<file path="src/rtl/adder_pkg.sv">
// Constants and helpers shared by the adder family: default operand/segment
// widths and the pipeline stage count derived from them.
package adder_pkg;

    localparam int DEF_WIDTH = 8;
    localparam int DEF_SEG   = 4;

    // Illegal splits collapse to one stage so the parameter check in the
    // instantiating module is what reports the error, not a zero-width array.
    function automatic int stage_count(input int width, input int seg);
        if (seg < 1 || width < seg) return 1;
        return width / seg;
    endfunction

endpackage

</file>
<file path="src/rtl/rca_segment.sv">
// Combinational W-bit ripple-carry chain of full adders; one segment of the
// pipelined adder.
module rca_segment #(
    parameter int W = 4
) (
    input  logic [W-1:0] a,
    input  logic [W-1:0] b,
    input  logic         ci,
    output logic [W-1:0] s,
    output logic         co
);

    logic [W:0] c;

    always_comb begin
        s    = '0;
        c    = '0;
        c[0] = ci;
        for (int i = 0; i < W; i++) begin
            s[i]   = a[i] ^ b[i] ^ c[i];
            c[i+1] = (a[i] & b[i]) | (c[i] & (a[i] ^ b[i]));
        end
    end

    assign co = c[W];

endmodule

</file>
<file path="src/rtl/pipelined_rca_adder.sv">
// WIDTH-bit ripple-carry adder split into SEG-bit pipeline stages with a
// valid/ready handshake on both sides; one result per cycle, FIFO ordered.
module pipelined_rca_adder
    import adder_pkg::*;
#(
    parameter int WIDTH = DEF_WIDTH,
    parameter int SEG   = DEF_SEG
) (
    input  logic             clk,
    input  logic             rst_n,
    input  logic             in_valid,
    output logic             in_ready,
    input  logic [WIDTH-1:0] a,
    input  logic [WIDTH-1:0] b,
    input  logic             cin,
    output logic             out_valid,
    input  logic             out_ready,
    output logic [WIDTH-1:0] s,
    output logic             cout
);

    localparam int NSTAGES = stage_count(WIDTH, SEG);

    if (WIDTH < 1 || SEG < 1 || (WIDTH % SEG) != 0) begin : g_param_chk
        $error("pipelined_rca_adder: WIDTH=%0d must be a positive multiple of SEG=%0d", WIDTH, SEG);
    end

    logic [NSTAGES-1:0] vld_q, vld_d;
    logic [NSTAGES-1:0] vld_in;
    logic [NSTAGES-1:0] adv;
    logic [NSTAGES:0]   rdy;

    // A stage can take new data if it is empty or its occupant moves on this cycle.
    always_comb begin
        rdy[NSTAGES] = out_ready;
        for (int k = NSTAGES - 1; k >= 0; k--) begin
            rdy[k] = !vld_q[k] || rdy[k+1];
        end
        vld_in[0] = in_valid;
        for (int k = 1; k < NSTAGES; k++) begin
            vld_in[k] = vld_q[k-1];
        end
        for (int k = 0; k < NSTAGES; k++) begin
            vld_d[k] = rdy[k] ? vld_in[k] : vld_q[k];
            adv[k]   = rdy[k] && vld_in[k];
        end
    end

    always_ff @(posedge clk or negedge rst_n) begin
        if (!rst_n) vld_q <= '0;
        else        vld_q <= vld_d;
    end

    for (genvar k = 0; k < NSTAGES; k++) begin : g_stage
        localparam int SUM_W = (k + 1) * SEG;
        localparam int HI_W  = WIDTH - SUM_W;

        logic [SEG-1:0]   seg_a, seg_b, seg_s;
        logic             seg_ci, seg_co;
        logic [SUM_W-1:0] sum_d, sum_q;
        logic             co_d, co_q;

        if (k == 0) begin : g_src
            always_comb begin
                seg_a  = a[SEG-1:0];
                seg_b  = b[SEG-1:0];
                seg_ci = cin;
            end
            always_comb begin
                sum_d = seg_s;
                co_d  = seg_co;
            end
        end else begin : g_src
            // Slice k is the low end of what the previous stage still carries.
            always_comb begin
                seg_a  = g_stage[k-1].g_skew.a_hi_q[SEG-1:0];
                seg_b  = g_stage[k-1].g_skew.b_hi_q[SEG-1:0];
                seg_ci = g_stage[k-1].co_q;
            end
            always_comb begin
                sum_d = {seg_s, g_stage[k-1].sum_q};
                co_d  = seg_co;
            end
        end

        rca_segment #(.W(SEG)) u_seg (
            .a  (seg_a),
            .b  (seg_b),
            .ci (seg_ci),
            .s  (seg_s),
            .co (seg_co)
        );

        always_ff @(posedge clk or negedge rst_n) begin
            if (!rst_n) begin
                sum_q <= '0;
                co_q  <= 1'b0;
            end else if (adv[k]) begin
                sum_q <= sum_d;
                co_q  <= co_d;
            end
        end

        if (HI_W > 0) begin : g_skew
            logic [HI_W-1:0] a_hi_d, b_hi_d, a_hi_q, b_hi_q;

            if (k == 0) begin : g_src
                always_comb begin
                    a_hi_d = a[WIDTH-1:SEG];
                    b_hi_d = b[WIDTH-1:SEG];
                end
            end else begin : g_src
                always_comb begin
                    a_hi_d = g_stage[k-1].g_skew.a_hi_q[SEG +: HI_W];
                    b_hi_d = g_stage[k-1].g_skew.b_hi_q[SEG +: HI_W];
                end
            end

            always_ff @(posedge clk or negedge rst_n) begin
                if (!rst_n) begin
                    a_hi_q <= '0;
                    b_hi_q <= '0;
                end else if (adv[k]) begin
                    a_hi_q <= a_hi_d;
                    b_hi_q <= b_hi_d;
                end
            end
        end
    end

    assign in_ready  = rdy[0];
    assign out_valid = vld_q[NSTAGES-1];
    assign s         = g_stage[NSTAGES-1].sum_q;
    assign cout      = g_stage[NSTAGES-1].co_q;

endmodule

</file>
<file path="config.mk">
export PLATFORM = sky130hd
export DESIGN_NAME = pipelined_rca_adder
export DESIGN_NICKNAME = d
export VERILOG_FILES = /design/src/rtl/adder_pkg.sv /design/src/rtl/rca_segment.sv /design/src/rtl/pipelined_rca_adder.sv
export SDC_FILE = /design/constraint.sdc
export NUM_CORES = 1
export LEC_CHECK = 0
export BUFFER_PORTS_ARGS = -buffer_cell sky130_fd_sc_hd__buf_2
export CORE_MARGIN = 8
export CORE_UTILIZATION = 53
export CTS_BUF_LIST = sky130_fd_sc_hd__clkbuf_8
export DETAILED_ROUTE_END_ITERATION = 8
export PLACE_DENSITY_LB_ADDON = 0.05
export SLEW_MARGIN = 40
export SYNTH_ARGS = -nofsm -noshare
export SYNTH_HDL_FRONTEND = slang
export SYNTH_SLANG_ARGS = --single-unit
</file>
<file path="constraint.sdc">
create_clock -name clk -period 2.85 [get_ports clk]
set_input_delay 0 -clock clk [delete_from_list [all_inputs] [get_ports clk]]
set_output_delay 0 -clock clk [all_outputs]
set_load 0.01 [all_outputs]
</file>
==> results of run 1 <==
==> cells in the final DEF (no fill, tap or decap) <==
master	count
nand2_4	1
clkbuf_8	4
dfrtp_1	24
nand3b_4	1
or2b_1	1
buf_2	31
mux2_2	9
mux2_4	7
mux2i_1	6
nand2_2	1
nand2b_1	2
dlygate4sd3_1	10
inv_1	20
fa_1	8
==> logic make-up after synthesis <==
kind of cell | Yosys count | synth area share
mux | 22 | 0.226
fa+ha+maj | 8 | 0.136
simple gates | 6 | 0.0488
flops | 24 | 0.509
buf+inv | 21 | 0.0806
==> registers in the layout, indices dropped and copies added (netlist names) <==
name                   cells
g_stage.co_q               1
g_stage.g_skew.b_hi_q      4
s                          8
cout                       1
g_stage.g_skew.a_hi_q      4
vld_q                      2
g_stage.sum_q              4
==> through the flow <==
step	std cells	util	hold slack, ns	setup slack [ns]	cell area [µm²]
3_3_place_gp	139	0.628	0.00233	0.769	1350
2_1_floorplan	81	-	-0.296	0.820	1180
4_1_cts	153	0.701	0.0441	0.687	1510
5_1_grt	153	0.701	0.0670	0.585	1510
3_5_place_dp	139	0.628	0.00965	0.707	1350
6_report	153	0.701	0.0537	0.706	1510
==> power by group <==
group	switching (µW)	internal (µW)
combinational	137	165
sequential	48.5	434
clock	101	123
total	287	722
==> worst register-to-register path: stages, from the launching register on <==
cell     delay, ns
dfrtp_1       0.41
fa_1          0.43
inv_1         0.08
fa_1          0.16
inv_1         0.05
fa_1          0.36
inv_1         0.07
fa_1          0.40
mux2i_1       0.13
==> worst paths after layout <==
check | from | endpoint | slack [ns] | cells after the start
max | g_stage[0].co_q$_DFFE_PN0P_ | s[7]$_DFFE_PN0P_ | 0.71 | 8
min | out_ready | vld_q[1]$_DFFE_PN0P_ | 0.05 | 3
max reg2reg | g_stage[0].co_q$_DFFE_PN0P_ | s[7]$_DFFE_PN0P_ | 0.71 | 8
min reg2reg | s[4]$_DFFE_PN0P_ | s[4]$_DFFE_PN0P_ | 0.51 | 1
max in group asynchronous | rst_n | g_stage[0].sum_q[1]$_DFFE_PN0P_ | 2.26 | 2
min in group asynchronous | rst_n | vld_q[1]$_DFFE_PN0P_ | 0.24 | 2
==> routing by layer <==
layer  track usage  routed length (µm)  vias up  share of wire
li1              -                   -      336              -
met1         0.120                 864      356           0.43
met2         0.191                1030       17           0.52
met3        0.0318                  91        2          0.045
met4        0.0418                  12        0         0.0060
met5             0                   0        -              0
==> final cells by class <==
cell class	count	area share
inverter	20	0.0499
sequential	24	0.399
timing repair buffer	41	0.170
clock buffer	4	0.0366
multi-input combinational	36	0.322
tap	28	0.0233
==> summary.md, run 1 <==
| Metric | Value |
|---|---|
| Layout cells sized above 1 | 0.432 |
| Final Critical Period | 2.14 ns |
| Synth warn | 0 |
| Htree depth | 1 |
| Area of the multi-input gates | 484 µm² |
| Max-Cap Viols | 0 |
| Post-CTS Setup Repair Bufs | 0 |
| CP Max Fanout | 2 |
| Fin crit share | 0.752 |
| Drt pass-1 iters | 2 |
| GP Congestion | around 0.70 |
| First-pass GRT wire length | between 3000 and 4000 µm |
| WL/cell | 13.1 µm |
| Fillcell total | 171 |
| CP delay by family, top | adder cells |
| Final Setup Violations | 0 |
| Crit. End Element | register |
| Core area | 2150 µm² |
| TritonCTS buffer count | 3 |
| VDD IR max | 322 µV |
| Ant diodes | 0 |
| Number of global-route vias before repair | 792 |
| Final nets | 155 |
| Die area | between 3000 and 4000 µm² |
| Worst EP arrival | 2.33 ns |
| Top_reg_cell synth | dfrtp_1 |
| Commonest cells in the netlist | dfrtp_1 (24), inv_1 (20), mux2_2 (9) |
| Register area | 601 µm² |
| Critical path class | reg -> reg |
| Type of origin of the critical path | register |
| LEAKAGE | 0.000803 µW |
| GRT overflow | 0 |
| Seq cells post-synth | 24 |
| Slew headroom | 0.652 |
| WL final | about 2000 µm |
| Port Buffers | 31 |
| Register area share after synthesis | 0.509 |
| Fmax | 466 MHz |
| Worst path max stage delay | 0.43 ns |
| Req. time, crit path | just over 3 ns |
| Clock root buffer | clkbuf_8 |
| Clk buf depth | 2 |
| Row count | 17 |
| Post-CTS Hold Fix Bufs | 10 |
| Power Total | 1010 µW |
| Clock Latency Late Sink | 0.26 ns |
| DP Wirelength | 1490 µm |
| TNS Setup | 0 ns |
| Yosys top cell by area | dfrtp_1 |
| Synthesized cell area | 1180 µm² |
| Syn Inst Count | 81 |
| Hold Violations, Final | 0 |
| Worst path slowest cell | fa_1 |
| Area grow syn2layout | 27.6% |
| Syn_nets | 110 |
| Most frequent CP cell | fa_1 |
| Ranking of synthesized cells by area | dfrtp_1 (51%), fa_1 (14%), mux2_4 (8.9%), mux2_2 (8.6%), inv_1 (6.4%) |
| Post-synth EDFFs | 0 |
| DRC Markers | 0 |
| CTS tree | done |
| Post-synth top area share | 0.509 |
| Die width | 63.2 µm |
| CTS resizes | 0 |
| GRT Total Usage | 0.109 |
| ANT nets after route | 0 |
| Worst hold path class | in -> reg |
| Outcome | finished clean |
| IO Pins | 32 |
| WP buf/inv | 3 |
| Pins Over Slew Limit | 0 |
| Synth Area per Inst | 14.6 µm² |
| Netlist cell types | 12 |
| Via count | about 700 |
| Starting Density | 0.549 |
| PwrDens | 670 nW/µm² |
| Setup Skew | approximately 0.0031 ns |
| Die H | 63.2 µm |
| DR iter-0 viols | 10 |
| CTS Sinks | 24 |
| Largest net degree at the start of global routing | 25 |
| Async set-reset flop share out of synthesis | 1.00 |
| Critical Path, Cell by Cell | fa_1 > inv_1 > fa_1 > inv_1 > fa_1 > inv_1 > fa_1 > mux2i_1 |
| Initial antenna violation count | 0 |
| Worst-Margin Slew | 0.521 ns |
| RSZ-0062 raised after global routing | false |
| Most numerous cell in the Yosys netlist | dfrtp_1 |
| Vias per cell | 4.65 |
| Clk slew on worst S/H paths | around 0.08 ns |
(Power assumes the default switching activity.)
==> run 2: changes to the inputs <==
- CORE_UTILIZATION: 53 -> 48
- clock period: 2.85 -> 1.75 ns (I/O delays scaled with it)
==> summary.md, run 2 (synthesis gave the netlist of run 1 again) <==
| Metric | Value |
|---|---|
| Post-Layout Inst Area | 1550 µm² (+3.0%) |
| GRT Total Usage | 0.104 (-0.00416) |
| GP Congestion | 0.722 (+3.0%) |
| Via count | 701 (-1.4%) |
| Initial antenna violation count | 0 (unchanged) |
| Fin crit share | 1.16 (+0.411) |
| Setup slack at placement | -0.318 ns (-1.02 ns) |
| Slew headroom | 0.646 (-0.00622) |
| Outcome | finished with violations |
| Failing checks | negative setup slack |
| Worst hold path class | in -> reg |
| Placed cell area | 1360 µm² (+0.74%) |
| Die H | 65.6 µm (+3.8%) |
| TritonCTS buffer count | 3 (unchanged) |
| PwrDens | 1160 nW/µm² (+73%) |
| Final nets | 157 (+1.3%) |
| Final Setup Violations | 3 (+3) |
| Die area | 4300 µm² (+7.7%) |
| Worst EP arrival | 2.23 ns (-0.10 ns) |
| CP Max Fanout | 2 (unchanged) |
| Hold Violations, Final | 0 (unchanged) |
| IO Pins | 32 (unchanged) |
| CTS tree | done |
| Port Buffers | 31 (unchanged) |
| First-pass GRT wire length | 3580 µm (+1.2%) |
| Crit. End Element | register |
| CTS Sinks | 24 (unchanged) |
| Layout cells sized above 1 | 0.488 (+0.0562) |
| Vias per cell | 4.46 (-3.9%) |
| Setup Skew | 0.00911 ns (+0.00598 ns) |
| ANT nets after route | 0 (unchanged) |
| Starting Density | 0.490 (-0.0596) |
| WL final | 2070 µm (+3.5%) |
| DR iter-0 viols | 6 (-4) |
| GRT overflow | 0 (unchanged) |
| Area grow syn2layout | 31.4% |
| Largest register FFs | 8 (unchanged) |
| Clk slew on worst S/H paths | 0.09 ns (about the same) |
| Clk buf depth | 2 (unchanged) |
| Critical path class | reg -> reg |
| LEAKAGE | 0.000818 µW (+1.9%) |
| Row count | 18 (+1) |
| Clock root buffer | clkbuf_8 |
| Pins Over Slew Limit | 0 (unchanged) |
| Ant diodes | 0 (unchanged) |
| Final Critical Period | 2.04 ns (-0.108 ns) |
| Type of origin of the critical path | register |
| Largest net degree at the start of global routing | 25 (unchanged) |
| Final WS setup | -0.286 ns (-0.992 ns) |
| Fmax | 491 MHz (+5.3%) |
| Worst-Margin Slew | 0.531 ns (+0.00933 ns) |
| Drt pass-1 iters | 2 (unchanged) |
| Clock Latency Late Sink | 0.26 ns (about the same) |
| Htree depth | 1 (unchanged) |
| RSZ-0062 raised after global routing | true |
| WL/cell | 13.2 µm (+0.86%) |
| Req. time, crit path | 1.94 ns (-1.10 ns) |
| Commonest cells after routing, fill and taps aside | buf_2 (31), dfrtp_1 (24), inv_1 (17), dlygate4sd3_1 (10) |
| Die width | 65.6 µm (+3.8%) |
| VDD IR max | 760 µV (+140%) |
| Max-Cap Viols | 0 (unchanged) |
| Commonest non-fill, non-tap cell in the layout | buf_2 |
| Number of global-route vias before repair | 823 (+3.9%) |
| DRC Markers | 0 (unchanged) |
| Core area | 2410 µm² (+12%) |
| DP Wirelength | 1490 µm (about the same) |
-- run 2: metrics by stage --
| step | setup TNS (ns) | hold WS [ns] | utilization | total power (µW) | std cells |
|---|---|---|---|---|---|
| after floorplan | -0.279 | -0.296 | - | 1110 | 81 |
| after global placement | -0.487 | 0.0137 | 0.564 | 1290 | 141 |
| after detailed placement | -0.605 | 0.0162 | 0.564 | 1300 | 141 |
| after CTS | -0.446 | 0.0547 | 0.642 | 1810 | 157 |
| after global routing | -0.591 | 0.0784 | 0.643 | 1920 | 157 |
| final | -0.412 | 0.0556 | 0.643 | 1800 | 157 |
-- run 2: worst paths after layout --
kind	end	slack, ns	depth (start not counted)	startpoint
setup / recovery	s[7]$_DFFE_PN0P_	-0.29	8	g_stage[0].co_q$_DFFE_PN0P_
hold / removal	vld_q[1]$_DFFE_PN0P_	0.06	3	out_ready
setup reg to reg	s[7]$_DFFE_PN0P_	-0.29	8	g_stage[0].co_q$_DFFE_PN0P_
hold reg to reg	s[0]$_DFFE_PN0P_	0.51	1	s[0]$_DFFE_PN0P_
max in group asynchronous	g_stage[0].co_q$_DFFE_PN0P_	1.15	2	rst_n
min in group asynchronous	g_stage[0].g_skew.b_hi_q[0]$_DFFE_PN0P_	0.24	2	rst_n
-- run 2: power breakdown --
group,internal [µW],switching (µW)
Clock,305,175
Sequential,708,85.4
Combinational,293,233
-- run 2: area by class of cell --
| cell class | count | area (µm²) |
|---|---|---|
| clock inverter | 1 | 30.0 |
| clock buffer | 3 | 41.3 |
| inverter | 20 | 75.1 |
| multi-input combinational | 36 | 495 |
| fill | 193 | 860 |
| sequential | 24 | 601 |
| tap | 30 | 37.5 |
| timing repair buffer | 43 | 270 |
-- run 2: metal layers --
metal	routed length (µm)	GRT usage	up-vias
li1	-	-	339
met1	900	0.125	343
met2	1050	0.177	17
met3	106	0.0289	2
met4	15	0.0327	0
met5	0	0	-
-- run 2: repair_timing --
action                                 in CTS  in global routing
setup buffers                               2                  0
hold buffers                               10                  0
gates resized for setup                     0                  2
pin swaps                                   2                  0
endpoints found under the hold margin      33                  0
setup endpoints to repair                   3                  3
-- run 2: worst max-delay path, cell delays in order (launching register included) --
cell and delay (ns):
dfrtp_1 0.41, fa_2 0.39, inv_2 0.06, fa_2 0.18, inv_2 0.04, fa_2 0.32
inv_2 0.06, fa_1 0.39, mux2i_1 0.13
==> run 3: changes to the inputs <==
- CORE_MARGIN: 8 -> 3
==> summary.md, run 3 (synthesis gave the netlist of run 1 again) <==
| Metric | Value |
|---|---|
| Outcome | finished with violations |
| Failing checks | negative setup slack |
| Die width | 55.6 µm (-15%) |
| Req. time, crit path | 1.94 ns (about the same) |
| Final Setup Violations | 3 (unchanged) |
| Final nets | 158 (+0.64%) |
| LEAKAGE | 0.000823 µW (+0.59%) |
| Dpl cells | 140 (-0.71%) |
| Worst hold path class | in -> reg |
| Setup slack at placement | -0.300 ns (+0.0185 ns) |
| Die area | 3090 µm² (-28%) |
| WL final | 1920 µm (-7.4%) |
| Area grow syn2layout | 31.8% |
| DR iter-0 viols | 6 (unchanged) |
| DRC Markers | 0 (unchanged) |
| Drt pass-1 iters | 4 (+2) |
| CP Capture Point | s[7]$_DFFE_PN0P_ |
| Commonest non-fill, non-tap cell in the layout | buf_2 |
| Row count | 17 (-1) |
| CTS Sinks | 24 (unchanged) |
| GP Congestion | 0.658 (-8.9%) |
| Worst R2R Path Depth | 8 (unchanged) |
| Non-Filler Instances | 156 (-0.64%) |
| Pins Over Slew Limit | 0 (unchanged) |
| WP depth | 8 (unchanged) |
| Htree depth | 1 (unchanged) |
| Commonest cells after routing, fill and taps aside | buf_2 (31), dfrtp_1 (24), inv_1 (17), dlygate4sd3_1 (10) |
| Clock Latency Late Sink | 0.26 ns (about the same) |
| Layout cells sized above 1 | 0.492 (+0.00400) |
| Worst EP arrival | 2.25 ns (+0.02 ns) |
| Type of origin of the critical path | register |
| Critical path class | reg -> reg |
| WP buf/inv | 3 (unchanged) |
| Worst-Margin Slew | 0.518 ns (-0.0129 ns) |
| Largest register FFs | 8 (unchanged) |
| Vias per cell | 4.58 (+2.5%) |
| Reg-to-reg slack, setup | -0.31 ns (-0.03 ns) |
| Worst path max stage delay | 0.41 ns (about the same) |
| Placed cell area | 1370 µm² (+0.37%) |
| Crit path from | g_stage[0].g_skew.b_hi_q[0]$_DFFE_PN0P_ |
| TritonCTS buffer count | 3 (unchanged) |
| Critical R2R Capture | s[7]$_DFFE_PN0P_ |
| PwrDens | 1150 nW/µm² (-0.55%) |
| Port Buffers | 31 (unchanged) |
| DP Wirelength | 1370 µm (-7.7%) |
| CP delay by family, top | adder cells |
| Setup Skew | 0.00223 ns (-0.00689 ns) |
| Fmax | 485 MHz (-1.3%) |
| Slew headroom | 0.655 (+0.00862) |
| Worst path slowest cell | dfrtp_1 |
| Die H | 55.6 µm (-15%) |
| CTS tree | done |
| RSZ-0062 raised after global routing | true |
| Critical Path, Cell by Cell | fa_2 > inv_2 > fa_2 > inv_2 > fa_2 > inv_2 > fa_1 > mux2i_1 |
| Final WS setup | -0.312 ns (-0.0263 ns) |
| Starting Density | 0.518 (+0.0288) |
| IO Pins | 32 (unchanged) |
| Reg2reg start | g_stage[0].g_skew.b_hi_q[0]$_DFFE_PN0P_ |
| Ant diodes | 0 (unchanged) |
| ANT nets after route | 0 (unchanged) |
| Largest net degree at the start of global routing | 25 (unchanged) |
| WL/cell | 12.3 µm (-6.8%) |
| CP Max Fanout | 2 (unchanged) |
| GRT Total Usage | 0.143 (+0.0391) |
| Clk buf depth | 2 (unchanged) |
| Initial antenna violation count | 0 (unchanged) |
| Max-Cap Viols | 0 (unchanged) |
| Via count | 714 (+1.9%) |
| Number of global-route vias before repair | 790 (-4.0%) |
| VDD IR max | 856 µV (+13%) |
| First-pass GRT wire length | 3510 µm (-2.1%) |
| Fin crit share | 1.18 (+0.0150) |
| Clk slew on worst S/H paths | 0.08 ns (about the same) |
| Clock root buffer | clkbuf_8 |
| Core area | 2280 µm² (-5.6%) |
| Final Critical Period | 2.06 ns (+0.0263 ns) |
| Hold Violations, Final | 0 (unchanged) |
| Crit. End Element | register |
| Post-Layout Inst Area | 1560 µm² (+0.32%) |
| GRT overflow | 0 (unchanged) |
run 3: changes by cell type in the layout (fill, tap and decap cells not counted):
| cell | before | now |
|---|---|---|
| buf_4 | 2 | 3 |
run 3: stage by stage:
step	total power (µW)	setup TNS [ns]	utilization	hold WS [ns]
global route	1930	-0.766	0.683	0.0672
CTS	1820	-0.529	0.680	0.0397
global placement	1290	-0.501	0.600	0.00284
floorplan	1110	-0.279	-	-0.296
finish	1800	-0.510	0.683	0.0416
detailed placement	1300	-0.614	0.600	0.0145
run 3: area by class of cell:
class | instances | area, µm²
Clock inverter | 1 | 30.0
Timing Repair Buffer | 44 | 278
Inverter | 20 | 75.1
Clock buffer | 3 | 41.3
Multi-Input combinational cell | 36 | 495
Tap cell | 28 | 35.0
Sequential cell | 24 | 601
Fill cell | 168 | 721
run 3: worst min path at each step:
| stage | cells past startpoint | startpoint | end | slack [ns] |
|---|---|---|---|---|
| finish | 3 | out_ready | vld_q[1]$_DFFE_PN0P_ | 0.04 |
| global placement | 1 | rst_n | vld_q[1]$_DFFE_PN0P_ | 0.003 |
| detailed placement | 1 | rst_n | vld_q[1]$_DFFE_PN0P_ | 0.01 |
| global route | 3 | out_ready | vld_q[1]$_DFFE_PN0P_ | 0.07 |
| floorplan | 0 | rst_n | cout$_DFFE_PN0P_ | -0.30 |
| CTS | 3 | out_ready | vld_q[1]$_DFFE_PN0P_ | 0.04 |
run 3: power by group:
part,internal [µW],switching [µW]
sequential,707,78.7
combinational,299,234
clock,305,172
run 3: per-layer routing:
layer	vias to the layer above	global-route usage	routed length (µm)	part of all wire
met5	-	0	0	0
li1	340	-	-	-
met4	0	0.0417	7	0.0036
met1	354	0.179	812	0.42
met2	18	0.252	1000	0.52
met3	2	0.0278	96	0.050
run 3: tightest hold or removal path, stage by stage:
cell and delay, ns:
buf_2 0.08, nand2b_1 0.13, nand2b_1 0.06
run 3: what timing repair did:
action	in CTS	in global routing
endpoints found under the hold margin	33	0
setup endpoints to repair	3	3
hold buffers	10	0
pin swaps	1	1
resized for setup	2	0
buffers inserted	1	1
